==> config.mk <==
export PLATFORM = sky130hd
export DESIGN_NAME = ntt_bfu_sched
export DESIGN_NICKNAME = d
export VERILOG_FILES = /design/src/rtl/ntt_pkg.sv /design/src/rtl/ntt_wr_delay.sv /design/src/rtl/ntt_bfu_sched.sv
export SDC_FILE = /design/constraint.sdc
export NUM_CORES = 1
export LEC_CHECK = 0
export CORE_ASPECT_RATIO = 1.25
export CORE_MARGIN = 3
export CORE_UTILIZATION = 45
export CTS_BUF_LIST = sky130_fd_sc_hd__clkbuf_4
export CTS_CLUSTER_SIZE = 30
export DETAILED_ROUTE_END_ITERATION = 10
export HOLD_SLACK_MARGIN = 0.1
export SLEW_MARGIN = 20
export SYNTH_ARGS = -nofsm -noshare
export SYNTH_HDL_FRONTEND = slang
export SYNTH_SLANG_ARGS = --single-unit
==> constraint.sdc <==
create_clock -name iSYS_CLK -period 5.4 [get_ports iSYS_CLK]
set_input_delay 1.08 -clock iSYS_CLK [delete_from_list [all_inputs] [get_ports iSYS_CLK]]
set_output_delay 1.08 -clock iSYS_CLK [all_outputs]
set_load 0.01 [all_outputs]
==> src/rtl/ntt_pkg.sv <==
// Shared defaults, BFU mode constants and sequencer state encoding for the NTT datapath.
package ntt_pkg;
  localparam int NTT_N        = 256;
  localparam int NTT_LOGN     = 8;
  localparam int NTT_ADDR_W   = 8;
  localparam int NTT_PIPE_LAT = 6;

  localparam logic MODE_CT = 1'b0;
  localparam logic MODE_GS = 1'b1;

  typedef enum logic [1:0] {
    S_IDLE  = 2'd0,
    S_ISSUE = 2'd1,
    S_DRAIN = 2'd2,
    S_DONE  = 2'd3
  } fsmState_t;
endpackage

==> src/rtl/ntt_wr_delay.sv <==
// Write-back replay line: carries {valid, addrA, addrB} through PIPE_LAT registers.
module ntt_wr_delay #(
  parameter int ADDR_W   = 8,
  parameter int PIPE_LAT = 6
) (
  input  logic              iSYS_CLK,
  input  logic              iSYS_RST,
  input  logic              iVLD,
  input  logic [ADDR_W-1:0] iADDR_A,
  input  logic [ADDR_W-1:0] iADDR_B,
  output logic              oVLD,
  output logic [ADDR_W-1:0] oADDR_A,
  output logic [ADDR_W-1:0] oADDR_B
);
  logic              vldPipe   [PIPE_LAT];
  logic [ADDR_W-1:0] addrAPipe [PIPE_LAT];
  logic [ADDR_W-1:0] addrBPipe [PIPE_LAT];

  // Addresses are cleared with the strobe so nothing stale reaches the RAM after reset.
  always_ff @(posedge iSYS_CLK or negedge iSYS_RST) begin
    if (!iSYS_RST) begin
      for (int i = 0; i < PIPE_LAT; i++) begin
        vldPipe[i]   <= 1'b0;
        addrAPipe[i] <= '0;
        addrBPipe[i] <= '0;
      end
    end else begin
      vldPipe[0]   <= iVLD;
      addrAPipe[0] <= iADDR_A;
      addrBPipe[0] <= iADDR_B;
      for (int i = 1; i < PIPE_LAT; i++) begin
        vldPipe[i]   <= vldPipe[i-1];
        addrAPipe[i] <= addrAPipe[i-1];
        addrBPipe[i] <= addrBPipe[i-1];
      end
    end
  end

  assign oVLD    = vldPipe[PIPE_LAT-1];
  assign oADDR_A = addrAPipe[PIPE_LAT-1];
  assign oADDR_B = addrBPipe[PIPE_LAT-1];
endmodule

==> src/rtl/ntt_bfu_sched.sv <==
// NTT butterfly sequencer: N/2 issues per stage, PIPE_LAT-cycle drain between stages.
// Define NTT_SCHED_PERF_EN to add the oCYC_CNT / oISSUE_CNT performance counters.
module ntt_bfu_sched
  import ntt_pkg::*;
#(
  parameter int N        = NTT_N,
  parameter int LOGN     = NTT_LOGN,
  parameter int ADDR_W   = NTT_ADDR_W,
  parameter int PIPE_LAT = NTT_PIPE_LAT
) (
  input  logic                  iSYS_CLK,
  input  logic                  iSYS_RST,
  input  logic                  iFSM_START,
  input  logic                  iMODE,
  output logic                  oBUSY,
  output logic                  oDONE,
  output logic                  oBFU_SEL,
  output logic                  oRD_EN,
  output logic [ADDR_W-1:0]     oRD_ADDR_A,
  output logic [ADDR_W-1:0]     oRD_ADDR_B,
  output logic [ADDR_W-1:0]     oTW_ADDR,
  output logic                  oWR_EN,
  output logic [ADDR_W-1:0]     oWR_ADDR_A,
  output logic [ADDR_W-1:0]     oWR_ADDR_B,
  output logic [$clog2(LOGN):0] oSTAGE
`ifdef NTT_SCHED_PERF_EN
  ,
  output logic [15:0]           oCYC_CNT,
  output logic [15:0]           oISSUE_CNT
`endif
);
  localparam int STAGE_W = $clog2(LOGN) + 1;
  localparam int DRAIN_W = $clog2(PIPE_LAT + 1);
  localparam logic [ADDR_W-1:0]  ONE        = ADDR_W'(1);
  localparam logic [ADDR_W-1:0]  LEN_CT     = ADDR_W'(N / 2);
  localparam logic [ADDR_W-1:0]  K_GS       = ADDR_W'(N - 1);
  localparam logic [ADDR_W-1:0]  LAST_ISSUE = ADDR_W'(N / 2 - 1);
  localparam logic [STAGE_W-1:0] LAST_STAGE = STAGE_W'(LOGN - 1);
  localparam logic [DRAIN_W-1:0] LAST_DRAIN = DRAIN_W'(PIPE_LAT - 1);

  fsmState_t          state;
  logic [ADDR_W-1:0]  base, off, len, k, issueCnt;
  logic [DRAIN_W-1:0] drainCnt;
  logic [ADDR_W-1:0]  baseNext, offNext, kStep, kNext, lenNext, lenInit, kInit;
  logic               grpEnd, isGs;

  // base/off/len/k describe the butterfly currently on the read outputs.
  always_comb begin
    isGs     = (oBFU_SEL == MODE_GS);
    grpEnd   = (off == len - ONE);
    kNext    = isGs ? k - ONE : k + ONE;
    lenNext  = isGs ? len << 1 : len >> 1;
    baseNext = base;
    offNext  = off + ONE;
    kStep    = k;
    if (grpEnd) begin
      baseNext = base + (len << 1);
      offNext  = '0;
      kStep    = kNext;
    end
    lenInit = (iMODE == MODE_GS) ? ONE : LEN_CT;
    kInit   = (iMODE == MODE_GS) ? K_GS : ONE;
  end

  always_ff @(posedge iSYS_CLK or negedge iSYS_RST) begin
    if (!iSYS_RST) begin
      state      <= S_IDLE;
      oBUSY      <= 1'b0;
      oDONE      <= 1'b0;
      oBFU_SEL   <= MODE_CT;
      oRD_EN     <= 1'b0;
      oRD_ADDR_A <= '0;
      oRD_ADDR_B <= '0;
      oTW_ADDR   <= '0;
      oSTAGE     <= '0;
      base       <= '0;
      off        <= '0;
      len        <= '0;
      k          <= '0;
      issueCnt   <= '0;
      drainCnt   <= '0;
    end else begin
      case (state)
        S_IDLE: begin
          if (iFSM_START) begin
            oBFU_SEL   <= iMODE;
            oBUSY      <= 1'b1;
            oSTAGE     <= '0;
            base       <= '0;
            off        <= '0;
            len        <= lenInit;
            k          <= kInit;
            issueCnt   <= '0;
            oRD_EN     <= 1'b1;
            oRD_ADDR_A <= '0;
            oRD_ADDR_B <= lenInit;
            oTW_ADDR   <= kInit;
            state      <= S_ISSUE;
          end
        end
        S_ISSUE: begin
          if (issueCnt == LAST_ISSUE) begin
            // The last issue of a stage always closes a group, so k steps here too.
            oRD_EN     <= 1'b0;
            oRD_ADDR_A <= '0;
            oRD_ADDR_B <= '0;
            oTW_ADDR   <= '0;
            base       <= '0;
            off        <= '0;
            len        <= lenNext;
            k          <= kNext;
            drainCnt   <= '0;
            state      <= S_DRAIN;
          end else begin
            base       <= baseNext;
            off        <= offNext;
            k          <= kStep;
            issueCnt   <= issueCnt + ONE;
            oRD_ADDR_A <= baseNext + offNext;
            oRD_ADDR_B <= baseNext + offNext + len;
            oTW_ADDR   <= kStep;
          end
        end
        S_DRAIN: begin
          if (drainCnt == LAST_DRAIN) begin
            if (oSTAGE == LAST_STAGE) begin
              oDONE <= 1'b1;
              state <= S_DONE;
            end else begin
              oSTAGE     <= oSTAGE + 1'b1;
              issueCnt   <= '0;
              oRD_EN     <= 1'b1;
              oRD_ADDR_A <= '0;
              oRD_ADDR_B <= len;
              oTW_ADDR   <= k;
              state      <= S_ISSUE;
            end
          end else begin
            drainCnt <= drainCnt + 1'b1;
          end
        end
        S_DONE: begin
          oDONE  <= 1'b0;
          oBUSY  <= 1'b0;
          oSTAGE <= '0;
          state  <= S_IDLE;
        end
        default: state <= S_IDLE;
      endcase
    end
  end

  ntt_wr_delay #(
    .ADDR_W   (ADDR_W),
    .PIPE_LAT (PIPE_LAT)
  ) u_wr_delay (
    .iSYS_CLK (iSYS_CLK),
    .iSYS_RST (iSYS_RST),
    .iVLD     (oRD_EN),
    .iADDR_A  (oRD_ADDR_A),
    .iADDR_B  (oRD_ADDR_B),
    .oVLD     (oWR_EN),
    .oADDR_A  (oWR_ADDR_A),
    .oADDR_B  (oWR_ADDR_B)
  );

`ifdef NTT_SCHED_PERF_EN
  // Cycle count stops advancing once oDONE is up and holds until the next start.
  always_ff @(posedge iSYS_CLK or negedge iSYS_RST) begin
    if (!iSYS_RST) begin
      oCYC_CNT   <= '0;
      oISSUE_CNT <= '0;
    end else if (state == S_IDLE && iFSM_START) begin
      oCYC_CNT   <= '0;
      oISSUE_CNT <= '0;
    end else begin
      if (oBUSY && !oDONE) oCYC_CNT <= oCYC_CNT + 16'd1;
      if (oRD_EN) oISSUE_CNT <= oISSUE_CNT + 16'd1;
    end
  end
`endif
endmodule

# Word level (Yosys, flattened, before mapping)
# Index checks and enable logic that the tools add are counted.
[op_classes] n_mux=53 n_addsub=10 reduce_logical=18 n_eq_ne=14
[ops] cell="$mux W8" n=24
[ops] cell="$pmux W8 S3" n=4
[ops] cell="$pmux W8 S2" n=4
[ops] cell="$add A8 B1 Y8 const B" n=3
[ops] cell="$add A8 B8 Y8" n=3
[ops] cell="$sub A8 B1 Y8 const B" n=2
[ops] cell="$ne A2 B2 Y1 const B" n=7
[ops] cell="$mux W4" n=3
[ops] cell="$pmux W4 S3" n=1
[ops] cell="$reduce_and A3 Y1" n=4
[ops] cell="$reduce_and A5 Y1" n=2
[ops] cell="$eq A8 B7 Y1 const B" n=1
[ops] cell="$eq A8 B8 Y1" n=1
[ops] cell="$mux W2" n=4
[ops] cell="$pmux W2 S4" n=1
[ops] cell="$reduce_and A4 Y1" n=2
[ops] cell="$reduce_bool A2 Y1" n=4
[ops] cell="$mux W1" n=6
[ops] cell="$mux W3" n=2
[ops] cell="$pmux W3 S2" n=1
[ops] cell="$reduce_and A2 Y1" n=3
[ops] cell="$reduce_bool A3 Y1" n=2
[ops] cell="$add A4 B1 Y4 const B" n=1
[ops] cell="$eq A2 B2 Y1 const B" n=2
[ops] cell="other kinds (7)" n=8
[word_totals] output_inout_bits=49 wordCells=128 register_bits=179 input_bits=4

# Logic depth before layout (Yosys ltp)
# Gate-level depths: netlist of run 1.
[depth] ltp_word=7 depth_mapped=24 mapped_depth_nobuf=22

# By module
# Synthesis of run 1 repeated with hierarchy kept, for this count alone.
[unflattened] cells_unflattened=693 hier_area_um2=7846.3
[by_module_without_submodules] module="ntt_bfu_sched" seq_area_each_um2=1901.8 area_per_inst_um2=5173.7 instances=1 cells_per_inst=575
[by_module_without_submodules] module="ntt_wr_delay" seq_area_each_um2=2552.4 area_per_inst_um2=2672.6 instances=1 cells_per_inst=118

# Worst setup path before layout of run 1
# OpenSTA, ideal clock, no wires.
[synth_timing] path_type="flip-flop to flip-flop" from="register len[1]" to="register oRD_ADDR_B[7]" setup_ns=0.095 path_stages_with_launch=24 path_buffers=2 period_less_slack_ns=4.784 slack_ns=0.616 t_arrival_ns=4.689 required_ns=5.305 path_cell_list="dfrtp_1 clkbuf_1 inv_1 ha_1 o21bai_1 a211oi_1 a211o_1 a22oi_4 nor2_4 buf_2 mux2_2 ha_1 nor2b_1 o21ai_0 nand2b_1 xor2_1 ha_1 a21oi_1 o21ai_0 a21o_1 a21oi_1 xor2_1 xnor3_1 o32ai_2"
[synth_via] elab_chain_len=7 word_cells_on_any_way=9 cone_classes="4 x add/sub; 1 x eq/ne; 4 x mux"
[synth_lines] element="start, declared" line="ntt_bfu_sched.sv:42" rtl="logic [ADDR_W-1:0] base, off, len, k, issueCnt;"
[synth_lines] element="start signal, assigned" line="ntt_bfu_sched.sv:91" rtl="len <= lenInit;"
[synth_lines] element="start signal, assigned" line="ntt_bfu_sched.sv:110" rtl="len <= lenNext;"
[synth_lines] element="$sub A8 B1 Y8" line="ntt_bfu_sched.sv:50" rtl="grpEnd = (off == len - ONE);"
[synth_lines] element="$eq A8 B8 Y1" line="ntt_bfu_sched.sv:50"
[synth_lines] element="$mux W8" line="ntt_bfu_sched.sv:56" rtl="if (grpEnd) begin"
[synth_lines] element="$add A8 B8 Y8" line="ntt_bfu_sched.sv:120" rtl="oRD_ADDR_B <= baseNext + offNext + len;"
[synth_lines] element="$add A8 B8 Y8 *" line="ntt_bfu_sched.sv:120"
[synth_lines] element="$mux W8 *" line="ntt_bfu_sched.sv:102" rtl="if (issueCnt == LAST_ISSUE) begin"
[synth_lines] element="$pmux W8 S3 *" line="ntt_bfu_sched.sv:83" rtl="case (state)"
[synth_lines] element="end signal, assigned" line="ntt_bfu_sched.sv:96" rtl="oRD_ADDR_B <= lenInit;"
[synth_lines] element="end signal, assigned" line="ntt_bfu_sched.sv:120"
[synth_lines] element="end signal, assigned" line="ntt_bfu_sched.sv:134" rtl="oRD_ADDR_B <= len;"
[synth_lines] element="end, declared" line="ntt_bfu_sched.sv:20" rtl="output logic [ADDR_W-1:0] oRD_ADDR_B,"
# Mark *: on every way between the ends. The rest lies on a longest branch, timed or not.
# A chain may end at the register's enable or synchronous reset.

# Final worst setup path of run 1
[layout_timing] from="register len[0]" to="register oRD_ADDR_B[7]"
# Same word-level chain as after synthesis.

==> impl_metrics.json, run 1 <==
{
  "arrival_time_of_data_at_the_critical_path_endpoint_ns": 5.48,
  "finish.utilization": 0.520,
  "initial_utilization": 0.463,
  "switching_share": 0.413,
  "timing.hold.worst.start": "u_wr_delay.addrAPipe[10]$_DFF_PN0_",
  "hold_viol_final": 0,
  "globalRouteTotalUtil": 0.177,
  "number_of_antenna_violations_at_the_first_check_in_global_routing": 1,
  "floorplan.die_area_um2": 19200,
  "rows": 53,
  "holdBufCountCts": 0,
  "finalWorstPathRequiredPeriod_ns": 5.01,
  "worstSkewPairLatency_ns": 0.57,
  "first_global_vias": 5348,
  "postSynthAreaPerCell_um2": 11.2,
  "critical_path.startpoint": "len[0]$_DFFE_PN0P_",
  "io_buffer_count": 52,
  "core_um2": 17000,
  "cts_htree_levels": 4,
  "dp_hpwl_um": 11200,
  "tns_ns": 0,
  "crit_path_end_kind": "flip-flop",
  "remaining_drc_errors": 0,
  "edff_count_synth": 0,
  "setup_viol": 0,
  "placed_cells_incl_taps": 942,
  "max_slew.worst_pin.slew_ns": 1.16,
  "p_comb_frac": 0.439,
  "first_iter_violations": 295,
  "io_pins": 53,
  "synth.net_count": 750,
  "cts.repair_timing.setup_buffer_count": 0,
  "cts_sinks": 178,
  "worst-endpoint-required_ns": 5.87,
  "drive_above_1_share": 0.0796,
  "intPower_w": 0.00276,
  "yosys_register_bits": 178,
  "synth.distinct_cells": 60,
  "synthCells": 706,
  "via_to_cell_ratio": 5.33,
  "post_cts.resized_instances": 0,
  "fin_area_um2": 8850,
  "grt_pass1_wl_um": 27400,
  "layout.filler_cells": 1481,
  "finalNonFillerCells": 976,
  "cellLeakagePower_nw": 4.18,
  "fp.dieW_um": 124,
  "place_congestion": 0.851,
  "power.net_switching_w": 0.00194,
  "status": "finished, final reports clean",
  "power_density_nw_per_um2": 531,
  "clockRootBuffer": "sky130_fd_sc_hd__clkbuf_4",
  "synth.yosys.warnings": 0,
  "slew_headroom": 0.219,
  "critical_path.reg2reg.startpoint": "len[0]$_DFFE_PN0P_",
  "ir_worst_vdd_v": 0.000270,
  "postSynth.asyncResetShare": 1.00,
  "cts-buffers-inserted": 17,
  "pin_count_of_the_biggest_net_entering_global_routing": 108,
  "finalMaxSlewViolations": 0,
  "final_net_count": 785,
  "detail_route.first_pass.iterations": 8,
  "crit_fanout": 11,
  "detailroute.via_count": 5204,
  "die_height_um": 154,
  "area.growth.synth_to_final_pct": 12.1,
  "routed_wl_um": 16200,
  "timing.fmax_ghz": 0.200,
  "avgRoutedWirePerCell_um": 16.6,
  "worst-setup-path-type": "reg2reg",
  "clk_pin_slew_worst_paths_ns": 0.15,
  "seq_power_share": 0.386,
  "post_layout_worst_setup_margin_ns": 0.391,
  "min_path_type": "reg2reg",
  "postRouteAntennaNets": 0,
  "grt_setup_unrepaired": "no",
  "synth.yosys.seq_area_share": 0.564,
  "cts-root-to-sink-buffers": 2,
  "placed_area_um2": 8530,
  "max_cap_viol_count": 0,
  "synth_top_flop_cell": "sky130_fd_sc_hd__dfrtp_1",
  "cts_tree": "built",
  "cp-start-kind": "flip-flop",
  "min_period_over_period": 0.928,
  "grt_overflow": 0,
  "clkPwrFrac": 0.175,
  "final.setup_skew_ns": 0.0236,
  "synth_area_um2": 7900,
  "pre_cts_ws_ns": 0.468
}
state kept, by name, indices dropped and copies added, names as in the netlist:
register / cells
oBUSY: 1
u_wr_delay.addrAPipe: 40
state: 2
u_wr_delay.oADDR_B: 8
oRD_ADDR_B: 8
oDONE: 1
k: 8
issueCnt: 8
drainCnt: 3
oBFU_SEL: 1
u_wr_delay.addrBPipe: 40
oSTAGE: 4
u_wr_delay.vldPipe: 5
u_wr_delay.oADDR_A: 8
oRD_EN: 1
u_wr_delay.oVLD: 1
off: 8
oTW_ADDR: 8
oRD_ADDR_A: 8
base: 7
len: 8
cell usage after synthesis (4+ instances only):
master | instances | share of area
sky130_fd_sc_hd__o21ai_1 | 4 | 0.0025
sky130_fd_sc_hd__a21oi_1 | 50 | 0.032
sky130_fd_sc_hd__a22oi_1 | 5 | 0.0048
sky130_fd_sc_hd__and3_1 | 5 | 0.0040
sky130_fd_sc_hd__mux2_2 | 13 | 0.019
sky130_fd_sc_hd__a21o_1 | 9 | 0.0086
sky130_fd_sc_hd__a22o_1 | 18 | 0.020
sky130_fd_sc_hd__o21ai_0 | 55 | 0.035
sky130_fd_sc_hd__dfrtp_1 | 178 | 0.56
sky130_fd_sc_hd__buf_4 | 16 | 0.015
sky130_fd_sc_hd__clkbuf_1 | 22 | 0.010
sky130_fd_sc_hd__mux2i_1 | 4 | 0.0051
sky130_fd_sc_hd__o21bai_1 | 4 | 0.0038
sky130_fd_sc_hd__xor2_1 | 12 | 0.013
sky130_fd_sc_hd__nand2_1 | 65 | 0.031
sky130_fd_sc_hd__nand3_1 | 9 | 0.0057
sky130_fd_sc_hd__nand2b_1 | 12 | 0.0095
sky130_fd_sc_hd__ha_1 | 36 | 0.057
sky130_fd_sc_hd__o221ai_1 | 6 | 0.0067
sky130_fd_sc_hd__nor2b_1 | 6 | 0.0048
sky130_fd_sc_hd__nor2_1 | 46 | 0.022
sky130_fd_sc_hd__xnor2_1 | 30 | 0.033
sky130_fd_sc_hd__a31oi_1 | 8 | 0.0063
sky130_fd_sc_hd__o31ai_1 | 5 | 0.0048
sky130_fd_sc_hd__inv_1 | 25 | 0.012
sky130_fd_sc_hd__nor3_1 | 13 | 0.0082
sky130_fd_sc_hd__fa_1 | 4 | 0.010
worst max-delay path, cell delays in order, from the launching register on:
cell and delay, ns:
sky130_fd_sc_hd__dfrtp_1 0.57, sky130_fd_sc_hd__inv_1 0.11, sky130_fd_sc_hd__ha_1 0.30, sky130_fd_sc_hd__o21bai_1 0.18
sky130_fd_sc_hd__a211oi_1 0.24, sky130_fd_sc_hd__a211o_1 0.17, sky130_fd_sc_hd__a22oi_4 0.08, sky130_fd_sc_hd__nor2_4 0.25
sky130_fd_sc_hd__mux2_2 0.37, sky130_fd_sc_hd__ha_1 0.33, sky130_fd_sc_hd__nor2b_1 0.14, sky130_fd_sc_hd__o21ai_0 0.13
sky130_fd_sc_hd__nand2b_1 0.10, sky130_fd_sc_hd__xor2_1 0.24, sky130_fd_sc_hd__ha_1 0.31, sky130_fd_sc_hd__a21oi_1 0.13
sky130_fd_sc_hd__o21ai_0 0.14, sky130_fd_sc_hd__a21o_1 0.21, sky130_fd_sc_hd__a21oi_1 0.22, sky130_fd_sc_hd__xor2_1 0.19
sky130_fd_sc_hd__xnor3_1 0.25, sky130_fd_sc_hd__o32ai_2 0.24
cell usage in the layout, fill, tap and decap left out, types with 3 or more instances in the layout:
master,netlist,final
sky130_fd_sc_hd__xnor2_1,30,30
sky130_fd_sc_hd__o21ai_1,4,4
sky130_fd_sc_hd__a22oi_1,5,5
sky130_fd_sc_hd__o31ai_1,5,5
sky130_fd_sc_hd__ha_1,36,36
sky130_fd_sc_hd__nor2_1,46,46
sky130_fd_sc_hd__fa_1,4,4
sky130_fd_sc_hd__dfrtp_1,178,178
sky130_fd_sc_hd__a21oi_1,50,50
sky130_fd_sc_hd__and2_1,3,3
sky130_fd_sc_hd__o21ai_0,55,55
sky130_fd_sc_hd__bufinv_16,0,3
sky130_fd_sc_hd__nand4_1,3,3
sky130_fd_sc_hd__nand2_1,65,65
sky130_fd_sc_hd__nor2b_1,6,6
sky130_fd_sc_hd__a31oi_1,8,8
sky130_fd_sc_hd__inv_1,25,25
sky130_fd_sc_hd__nor3b_1,3,3
sky130_fd_sc_hd__o21bai_1,4,4
sky130_fd_sc_hd__buf_4,16,6
sky130_fd_sc_hd__a21o_1,9,9
sky130_fd_sc_hd__o221ai_1,6,6
sky130_fd_sc_hd__mux2i_1,4,4
sky130_fd_sc_hd__nand2b_1,12,12
sky130_fd_sc_hd__inv_6,0,6
sky130_fd_sc_hd__xor2_1,12,12
sky130_fd_sc_hd__clkdlybuf4s50_1,0,51
sky130_fd_sc_hd__a22o_1,18,18
sky130_fd_sc_hd__nor3_1,13,13
sky130_fd_sc_hd__mux2_2,13,13
sky130_fd_sc_hd__nand3_1,9,9
sky130_fd_sc_hd__clkbuf_4,0,17
sky130_fd_sc_hd__and3_1,5,5
power groups by stage:
| stage | sequential (W) | clock, W | combinational [W] |
|---|---|---|---|
| 2_1_floorplan | 0.00179 | 0 | 0.00149 |
| 3_3_place_gp | 0.00183 | 0 | 0.00201 |
| 3_5_place_dp | 0.00184 | 0 | 0.00207 |
| 4_1_cts | 0.00182 | 0.000851 | 0.00207 |
| 5_1_grt | 0.00186 | 0.000916 | 0.00232 |
| 6_report | 0.00182 | 0.000821 | 0.00207 |
area by class of cell:
type                    instances  area, um2  area share
diodes                          2       5.00    0.000565
clock buffers                  17        128      0.0144
clock inverters                15        195      0.0220
inverters                      25       93.8      0.0106
multi-input cells             460       3120       0.352
flip-flops and latches        178       4450       0.503
well taps                     220        275      0.0311
repair buffers                 59        587      0.0663
routing by layer:
metal  wire length, um  vias up  GRT usage
li1                  -     2518          -
met1              7360     2593      0.231
met2              8260       80      0.298
met3               419       13     0.0379
met4               180        0     0.0564
met5                 0        -          0
logic make-up (layout without fill, tap and decap cells):
group	after synthesis	after routing	share of synthesized area
xor gates and xnor gates	44	44	0.0515
muxes	18	18	0.0253
AOI/OAI and AO/OA	179	179	0.143
adders and majority gates	40	40	0.0672
other	1	3	0.000475
buffers and inverters	68	116	0.0413
DFF	178	178	0.564
and+or+nand+nor	178	178	0.107
worst paths after layout:
path	cells past startpoint	slack (ns)	endpoint
setup reg to reg	21	0.39	oRD_ADDR_B[7]$_DFFE_PN0P_
max in group asynchronous	2	3.89	u_wr_delay.addrAPipe[32]$_DFF_PN0_
min in group asynchronous	1	0.52	u_wr_delay.addrAPipe[34]$_DFF_PN0_
hold reg to reg	0	0.36	u_wr_delay.oADDR_A[2]$_DFF_PN0_
setup / recovery	21	0.39	oRD_ADDR_B[7]$_DFFE_PN0P_
hold / removal	0	0.36	u_wr_delay.oADDR_A[2]$_DFF_PN0_
stage by stage:
step / hold WS [ns] / power, W
final: 0.358 / 0.00470
after global routing: 0.353 / 0.00509
after CTS: 0.358 / 0.00474
after detailed placement: 0.335 / 0.00391
after global placement: 0.331 / 0.00384
after floorplan: 0.331 / 0.00328
No activity file was read; power rests on OpenSTA's default activity.
==> inputs of run 2 (changes only) <==
--- a/config.mk
+++ b/config.mk
@@ -6,12 +6,13 @@
 export NUM_CORES = 1
 export LEC_CHECK = 0
 export CORE_ASPECT_RATIO = 1.25
-export CORE_MARGIN = 3
+export CORE_MARGIN = 1
 export CORE_UTILIZATION = 45
 export CTS_BUF_LIST = sky130_fd_sc_hd__clkbuf_4
 export CTS_CLUSTER_SIZE = 30
 export DETAILED_ROUTE_END_ITERATION = 10
 export HOLD_SLACK_MARGIN = 0.1
+export PLACE_DENSITY = 0.67
 export SLEW_MARGIN = 20
 export SYNTH_ARGS = -nofsm -noshare
 export SYNTH_HDL_FRONTEND = slang
==> constraint.sdc (replaced) <==
create_clock -name iSYS_CLK -period 6.46 [get_ports iSYS_CLK]
set_input_delay 1.292 -clock iSYS_CLK [delete_from_list [all_inputs] [get_ports iSYS_CLK]]
set_output_delay 1.292 -clock iSYS_CLK [all_outputs]
set_load 0.01 [all_outputs]
==> run 2 against run 1 <==
Compared with the run above: first-iteration DRC count grew 5.8%; global-route usage grew 1.2 points; power shrank 18%; register-to-register slack gained 0.92 ns; core utilization shrank 0.16 points; sequential cell count is the same; die area shrank 5.7%; hold slack gained 0.0040 ns; clock skew grew 0.0021 ns; count of clock-buffer cells in the layout grew 4; largest cell class unchanged; clock power shrank 26%.
==> impl_metrics.json, run 2 (synthesized netlist as in run 1, its figures left out) <==
{
  "first_global_vias": 5239,
  "io_pins": 53,
  "avgRoutedWirePerCell_um": 16.2,
  "cts-root-to-sink-buffers": 2,
  "clkPwrFrac": 0.158,
  "p_comb_frac": 0.445,
  "cts_tree": "built",
  "detail_route.first_pass.iterations": 5,
  "reg2regPathDepth": 23,
  "grt_pass1_wl_um": 26500,
  "rows": 53,
  "timing.fmax_ghz": 0.194,
  "intPower_w": 0.00224,
  "area_of_combinational_cells_with_multiple_inputs_um2": 3120,
  "globalRouteTotalUtil": 0.190,
  "place_congestion": 0.817,
  "finalMaxSlewViolations": 0,
  "final-seq-area_um2": 4450,
  "crit_path_end_kind": "flip-flop",
  "slew_headroom": 0.317,
  "r2r_slack_ns": 1.31,
  "worstSkewPairLatency_ns": 0.56,
  "cts-buffers-inserted": 17,
  "min_period_over_period": 0.797,
  "arrival_time_of_data_at_the_critical_path_endpoint_ns": 5.61,
  "clockRootBuffer": "sky130_fd_sc_hd__clkbuf_4",
  "first_iter_violations": 312,
  "post_cts.resized_instances": 0,
  "tns_ns": 0,
  "layout.cells.most_common": "sky130_fd_sc_hd__dfrtp_1",
  "final.setup_skew_ns": 0.0257,
  "switching_share": 0.416,
  "cellLeakagePower_nw": 4.16,
  "min_path_type": "reg2reg",
  "cts_sinks": 178,
  "io_buffer_count": 52,
  "holdBufCountCts": 0,
  "via_to_cell_ratio": 5.32,
  "clk_pin_slew_worst_paths_ns": 0.14,
  "worst-endpoint-required_ns": 6.92,
  "final_net_count": 784,
  "ir_worst_vdd_v": 0.000236,
  "postRouteAntennaNets": 0,
  "fp.dieW_um": 120,
  "final_cell_mix": "sky130_fd_sc_hd__dfrtp_1, sky130_fd_sc_hd__nand2_1, sky130_fd_sc_hd__o21ai_0, sky130_fd_sc_hd__clkdlybuf4s50_1, sky130_fd_sc_hd__a21oi_1",
  "finalWorstPathRequiredPeriod_ns": 5.15,
  "drive_above_1_share": 0.0797,
  "worst_hold_path.num_cells": 0,
  "grt_overflow": 0,
  "setup_viol": 0,
  "hold_viol_final": 0,
  "core_um2": 17000,
  "critical_path.reg2reg.startpoint": "len[1]$_DFFE_PN0P_",
  "routed_wl_um": 15700,
  "detailroute.via_count": 5185,
  "max_slew.worst_pin.slew_ns": 1.02,
  "pin_count_of_the_biggest_net_entering_global_routing": 90,
  "remaining_drc_errors": 0,
  "grt_setup_unrepaired": "no",
  "number_of_antenna_violations_at_the_first_check_in_global_routing": 1,
  "area.growth.synth_to_final_pct": 11.3,
  "floorplan.die_area_um2": 18100,
  "power.net_switching_w": 0.00160,
  "die_height_um": 150,
  "dp_hpwl_um": 11200,
  "whs_endpoint": "u_wr_delay.addrBPipe[27]$_DFF_PN0_",
  "cp-start-kind": "flip-flop",
  "timing.rr.end": "oRD_ADDR_B[7]$_DFFE_PN0P_",
  "initial_utilization": 0.465,
  "seq_power_share": 0.397,
  "status": "finished, final reports clean",
  "timing.hold.worst.start": "u_wr_delay.addrBPipe[35]$_DFF_PN0_",
  "power_density_nw_per_um2": 437,
  "max_cap_viol_count": 0,
  "largestRegisters": "u_wr_delay.addrAPipe (40), u_wr_delay.addrBPipe (40)",
  "worst-setup-path-type": "reg2reg",
  "layout.filler_cells": 1534,
  "cts_htree_levels": 4,
  "crit_fanout": 31,
  "cts.repair_timing.setup_buffer_count": 0,
  "final.hold.worst_slack_ns": 0.362
}
## run 2: cell types whose count changed in the layout (fill, tap and decap cells not counted), moves of 2 or more
cell,change
sky130_fd_sc_hd__clkbuf_4,+4
sky130_fd_sc_hd__clkinv_4,+2
sky130_fd_sc_hd__bufinv_16,-2
sky130_fd_sc_hd__inv_8,+3
sky130_fd_sc_hd__inv_6,-5
## run 2: power by group through the flow
stage          Combinational (W)  Clock (W)  Sequential [W]
2_1_floorplan            0.00125          0         0.00150
3_3_place_gp             0.00166          0         0.00154
5_1_grt                  0.00190   0.000679         0.00156
6_report                 0.00171   0.000607         0.00153
4_1_cts                  0.00171   0.000633         0.00153
3_5_place_dp             0.00170          0         0.00156
## run 2: per-stage QoR
step / power, W / util / area (um2) / std cells / setup WS [ns]
floorplan: 0.00274 / - / 7900 / 706 / 1.68
global placement: 0.00319 / 0.501 / 8510 / 941 / 1.45
detailed placement: 0.00325 / 0.501 / 8510 / 941 / 1.33
CTS: 0.00387 / 0.518 / 8790 / 973 / 1.29
global route: 0.00415 / 0.518 / 8790 / 974 / 0.788
finish: 0.00384 / 0.518 / 8790 / 974 / 1.31
## run 2: how the worst max path moves through the flow
stage	start	endpoint	slack, ns	cells after the start
after floorplan	len[1]$_DFFE_PN0P_	oRD_ADDR_B[7]$_DFFE_PN0P_	1.68	23
after global placement	len[1]$_DFFE_PN0P_	oRD_ADDR_B[7]$_DFFE_PN0P_	1.45	23
after detailed placement	len[1]$_DFFE_PN0P_	oRD_ADDR_B[7]$_DFFE_PN0P_	1.33	23
after CTS	len[1]$_DFFE_PN0P_	oRD_ADDR_B[7]$_DFFE_PN0P_	1.29	23
after global routing	len[1]$_DFFE_PN0P_	oRD_ADDR_B[7]$_DFFE_PN0P_	0.79	23
final	len[1]$_DFFE_PN0P_	oRD_ADDR_B[7]$_DFFE_PN0P_	1.31	23
## run 2: final cells by class
cell class	count	share of cell area
clock buffers	21	0.0179
repair buffers	58	0.0649
clock inverters	11	0.0139
multi-input cells	460	0.354
inverters	25	0.0107
well taps	220	0.0313
flip-flops and latches	178	0.507
diodes	1	0.000285
## run 2: worst max-delay path, cell delays in order, from the launching register on
cell and delay [ns]:
sky130_fd_sc_hd__dfrtp_1 0.56, sky130_fd_sc_hd__inv_1 0.18, sky130_fd_sc_hd__ha_1 0.30, sky130_fd_sc_hd__nor2_1 0.07, sky130_fd_sc_hd__and4_1 0.20, sky130_fd_sc_hd__a211o_1 0.29
sky130_fd_sc_hd__a22oi_4 0.18, sky130_fd_sc_hd__nor2_4 0.07, sky130_fd_sc_hd__buf_4 0.25, sky130_fd_sc_hd__nor2b_1 0.19, sky130_fd_sc_hd__inv_1 0.08, sky130_fd_sc_hd__fa_1 0.43
sky130_fd_sc_hd__nor2b_1 0.12, sky130_fd_sc_hd__o21ai_0 0.08, sky130_fd_sc_hd__nand2b_1 0.11, sky130_fd_sc_hd__xor2_1 0.23, sky130_fd_sc_hd__ha_1 0.30, sky130_fd_sc_hd__a21oi_1 0.16
sky130_fd_sc_hd__o21ai_0 0.14, sky130_fd_sc_hd__a21o_1 0.20, sky130_fd_sc_hd__a21oi_1 0.24, sky130_fd_sc_hd__xor2_1 0.19, sky130_fd_sc_hd__xnor3_1 0.25, sky130_fd_sc_hd__o32ai_2 0.25
## run 2: metal layers
metal  up-vias  GRT usage  wire, um
li1       2515          -         -
met1      2540      0.246      7010
met2       106      0.314      7830
met3        24     0.0360       558
met4         0     0.0759       330
met5         -          0         0
==> inputs of run 3 (changes only) <==
--- a/config.mk
+++ b/config.mk
@@ -12,7 +12,7 @@
 export CTS_CLUSTER_SIZE = 30
 export DETAILED_ROUTE_END_ITERATION = 10
 export HOLD_SLACK_MARGIN = 0.1
-export PLACE_DENSITY = 0.67
+export PLACE_DENSITY = 0.69
 export SLEW_MARGIN = 20
 export SYNTH_ARGS = -nofsm -noshare
 export SYNTH_HDL_FRONTEND = slang
==> constraint.sdc (replaced) <==
create_clock -name iSYS_CLK -period 4.1 [get_ports iSYS_CLK]
set_input_delay 0.82 -clock iSYS_CLK [delete_from_list [all_inputs] [get_ports iSYS_CLK]]
set_output_delay 0.82 -clock iSYS_CLK [all_outputs]
set_load 0.01 [all_outputs]
==> run 3 against run 2 <==
Compared with the run above: the run now ends with setup timing left; sequential share of layout area fell by 3.4 points; hold slack got worse by 0.14 ns; maximum frequency rose by 24%; clock skew fell by 0.0073 ns; clock power rose by 71%; sequential cell count did not move; combinational power rose by 87%; global-route usage rose by 1.5 points; core utilization rose by 3.8 points; count of clock-buffer cells in the layout fell by 3; die area did not move.
==> impl_metrics.json, run 3 (synthesized netlist as in run 1, its figures left out) <==
{
  "grt_pass1_wl_um": 28500,
  "max_slew.worst_pin.slew_ns": 0.778,
  "dp_hpwl_um": 12200,
  "cts_htree_levels": 4,
  "cts-root-to-sink-buffers": 2,
  "min_period_over_period": 1.01,
  "detail_route.first_pass.iterations": 5,
  "arrival_time_of_data_at_the_critical_path_endpoint_ns": 4.65,
  "finalMaxSlewViolations": 0,
  "clockRootBuffer": "sky130_fd_sc_hd__clkbuf_4",
  "crit_fanout": 7,
  "holdBufCountCts": 0,
  "floorplan.die_area_um2": 18100,
  "post_layout_worst_setup_margin_ns": -0.0491,
  "fp.dieW_um": 120,
  "power_density_nw_per_um2": 697,
  "grt_overflow": 0,
  "remaining_drc_errors": 0,
  "routed_wl_um": 17200,
  "finalWorstPathRequiredPeriod_ns": 4.15,
  "pre_cts_ws_ns": -0.204,
  "critPathMaxStageDelay_ns": 0.41,
  "via_to_cell_ratio": 5.38,
  "timing.fmax_ghz": 0.241,
  "final.hold.worst_slack_ns": 0.218,
  "ir_worst_vdd_v": 0.000366,
  "max_cap_viol_count": 0,
  "grt_setup_unrepaired": "yes",
  "detailroute.via_count": 5547,
  "io_buffer_count": 52,
  "drive_above_1_share": 0.179,
  "slew_headroom": 0.482,
  "cts_tree": "built",
  "min_path_type": "in2async",
  "timing.critical_path.cells": "inv_1 > ha_4 > nor2_1 > and4_1 > a211o_1 > a22oi_4 > nor2_4 > mux2_4 > inv_1 > fa_2 > nor2b_4 > o21ai_2 > nand2b_1 > xor2_2 > ha_1 > nand2_1 > o21ai_2 > a21o_1 > a21oi_2 > xor2_1 > xnor3_1 > o32ai_2",
  "hold_viol_final": 0,
  "worstSkewPairLatency_ns": 0.58,
  "clk_pin_slew_worst_paths_ns": 0.16,
  "layout.cells.most_common": "sky130_fd_sc_hd__dfrtp_1",
  "fin_area_um2": 9440,
  "critical-path-top-delay-family": "compound AO/OA/AOI/OAI gates",
  "pin_count_of_the_biggest_net_entering_global_routing": 81,
  "worst-setup-path-type": "reg2reg",
  "final.setup_skew_ns": 0.0183,
  "worst-path-buf-inv": 2,
  "first_iter_violations": 308,
  "placed_area_um2": 8930,
  "io_pins": 53,
  "largestRegisters": "u_wr_delay.addrAPipe (40), u_wr_delay.addrBPipe (40)",
  "slowest_stage": "sky130_fd_sc_hd__dfrtp_1",
  "status": "finished, violations left",
  "cp-start-kind": "flip-flop",
  "rows": 53,
  "finalNonFillerCells": 1031,
  "worst-endpoint-required_ns": 4.60,
  "place_congestion": 0.850,
  "first_global_vias": 5669,
  "final_net_count": 842,
  "die_height_um": 150,
  "core_um2": 17000,
  "crit_path_end_kind": "flip-flop",
  "placed_cells_incl_taps": 990,
  "final_cell_mix": "sky130_fd_sc_hd__dfrtp_1, sky130_fd_sc_hd__nand2_1, sky130_fd_sc_hd__buf_4, sky130_fd_sc_hd__clkdlybuf4s50_1, sky130_fd_sc_hd__o21ai_0",
  "cellLeakagePower_nw": 4.50,
  "globalRouteTotalUtil": 0.205,
  "area.growth.synth_to_final_pct": 19.5,
  "avgRoutedWirePerCell_um": 16.7,
  "postRouteAntennaNets": 0,
  "tns_ns": -0.0491,
  "setup_viol": 1,
  "antennaDiodeCount": 0,
  "initial_utilization": 0.465,
  "violations": "setup timing",
  "number_of_antenna_violations_at_the_first_check_in_global_routing": 0,
  "cts_sinks": 178,
  "cts-buffers-inserted": 17
}
-- run 3: cell types whose count changed in the layout (fill, tap and decap cells not counted), sizes merged --
cell | before | now
buf | 7 | 65
inv | 30 | 31
clkinvlp | 0 | 1
clkinv | 5 | 6
clkbuf | 21 | 18
diode | 1 | 0
-- run 3: where the power goes --
part           switching (W)  internal, W  leakage [nW]  total [W]
clock network       0.000687     0.000349         0.166    0.00104
logic                0.00183      0.00136          1.98    0.00319
registers           0.000238      0.00211          2.35    0.00235
-- run 3: timing repair --
action | 4_1_cts | 5_1_grt
buffers inserted | 7 | 2
endpoints found under the hold margin | 0 | 0
gates resized for setup | 9 | 15
pin swaps | 9 | 10
setup endpoints to repair | 2 | 2
-- run 3: worst reg2reg max path: cells and delay by family (launching register included) --
family,cells,cell delay (ns)
xor gates and xnor gates,3,0.65
and+or+nand+nor,6,0.69
muxes,1,0.22
buffers and inverters,2,0.16
AOI/OAI and AO/OA,7,1.09
adders and majority gates,3,0.83
DFF,1,0.41
-- run 3: final timing paths --
| path | endpoint | start | cells after the start | slack [ns] |
|---|---|---|---|---|
| max | oRD_ADDR_B[7]$_DFFE_PN0P_ | len[0]$_DFFE_PN0P_ | 22 | -0.05 |
| min | u_wr_delay.oADDR_B[2]$_DFF_PN0_ | iSYS_RST | 1 | 0.22 |
| max reg2reg | oRD_ADDR_B[7]$_DFFE_PN0P_ | len[0]$_DFFE_PN0P_ | 22 | -0.05 |
| min reg2reg | u_wr_delay.addrAPipe[11]$_DFF_PN0_ | u_wr_delay.addrAPipe[19]$_DFF_PN0_ | 0 | 0.35 |
| max in group asynchronous | len[1]$_DFFE_PN0P_ | iSYS_RST | 2 | 3.01 |
| min in group iSYS_CLK | u_wr_delay.addrAPipe[11]$_DFF_PN0_ | u_wr_delay.addrAPipe[19]$_DFF_PN0_ | 0 | 0.35 |
-- run 3: cell type report --
type | instances | area, um2
clock buffers | 18 | 135
inverters | 25 | 96.3
multi-input cells | 460 | 3280
flip-flops and latches | 178 | 4460
well taps | 220 | 275
clock inverters | 14 | 183
repair buffers | 116 | 1010
fillers | 1497 | 7540
-- run 3: per-layer routing --
layer,vias to the layer above,part of all wire,GRT usage
li1,2619,-,-
met1,2804,0.43,0.255
met2,104,0.52,0.355
met3,20,0.028,0.0364
met4,0,0.017,0.0809
met5,-,0,0
-- run 3: per-stage QoR --
step                       util  power (W)
after CTS                 0.551    0.00657
after detailed placement  0.526    0.00545
after global routing      0.556    0.00704
after global placement    0.526    0.00536
final                     0.556    0.00658
after floorplan               -    0.00437
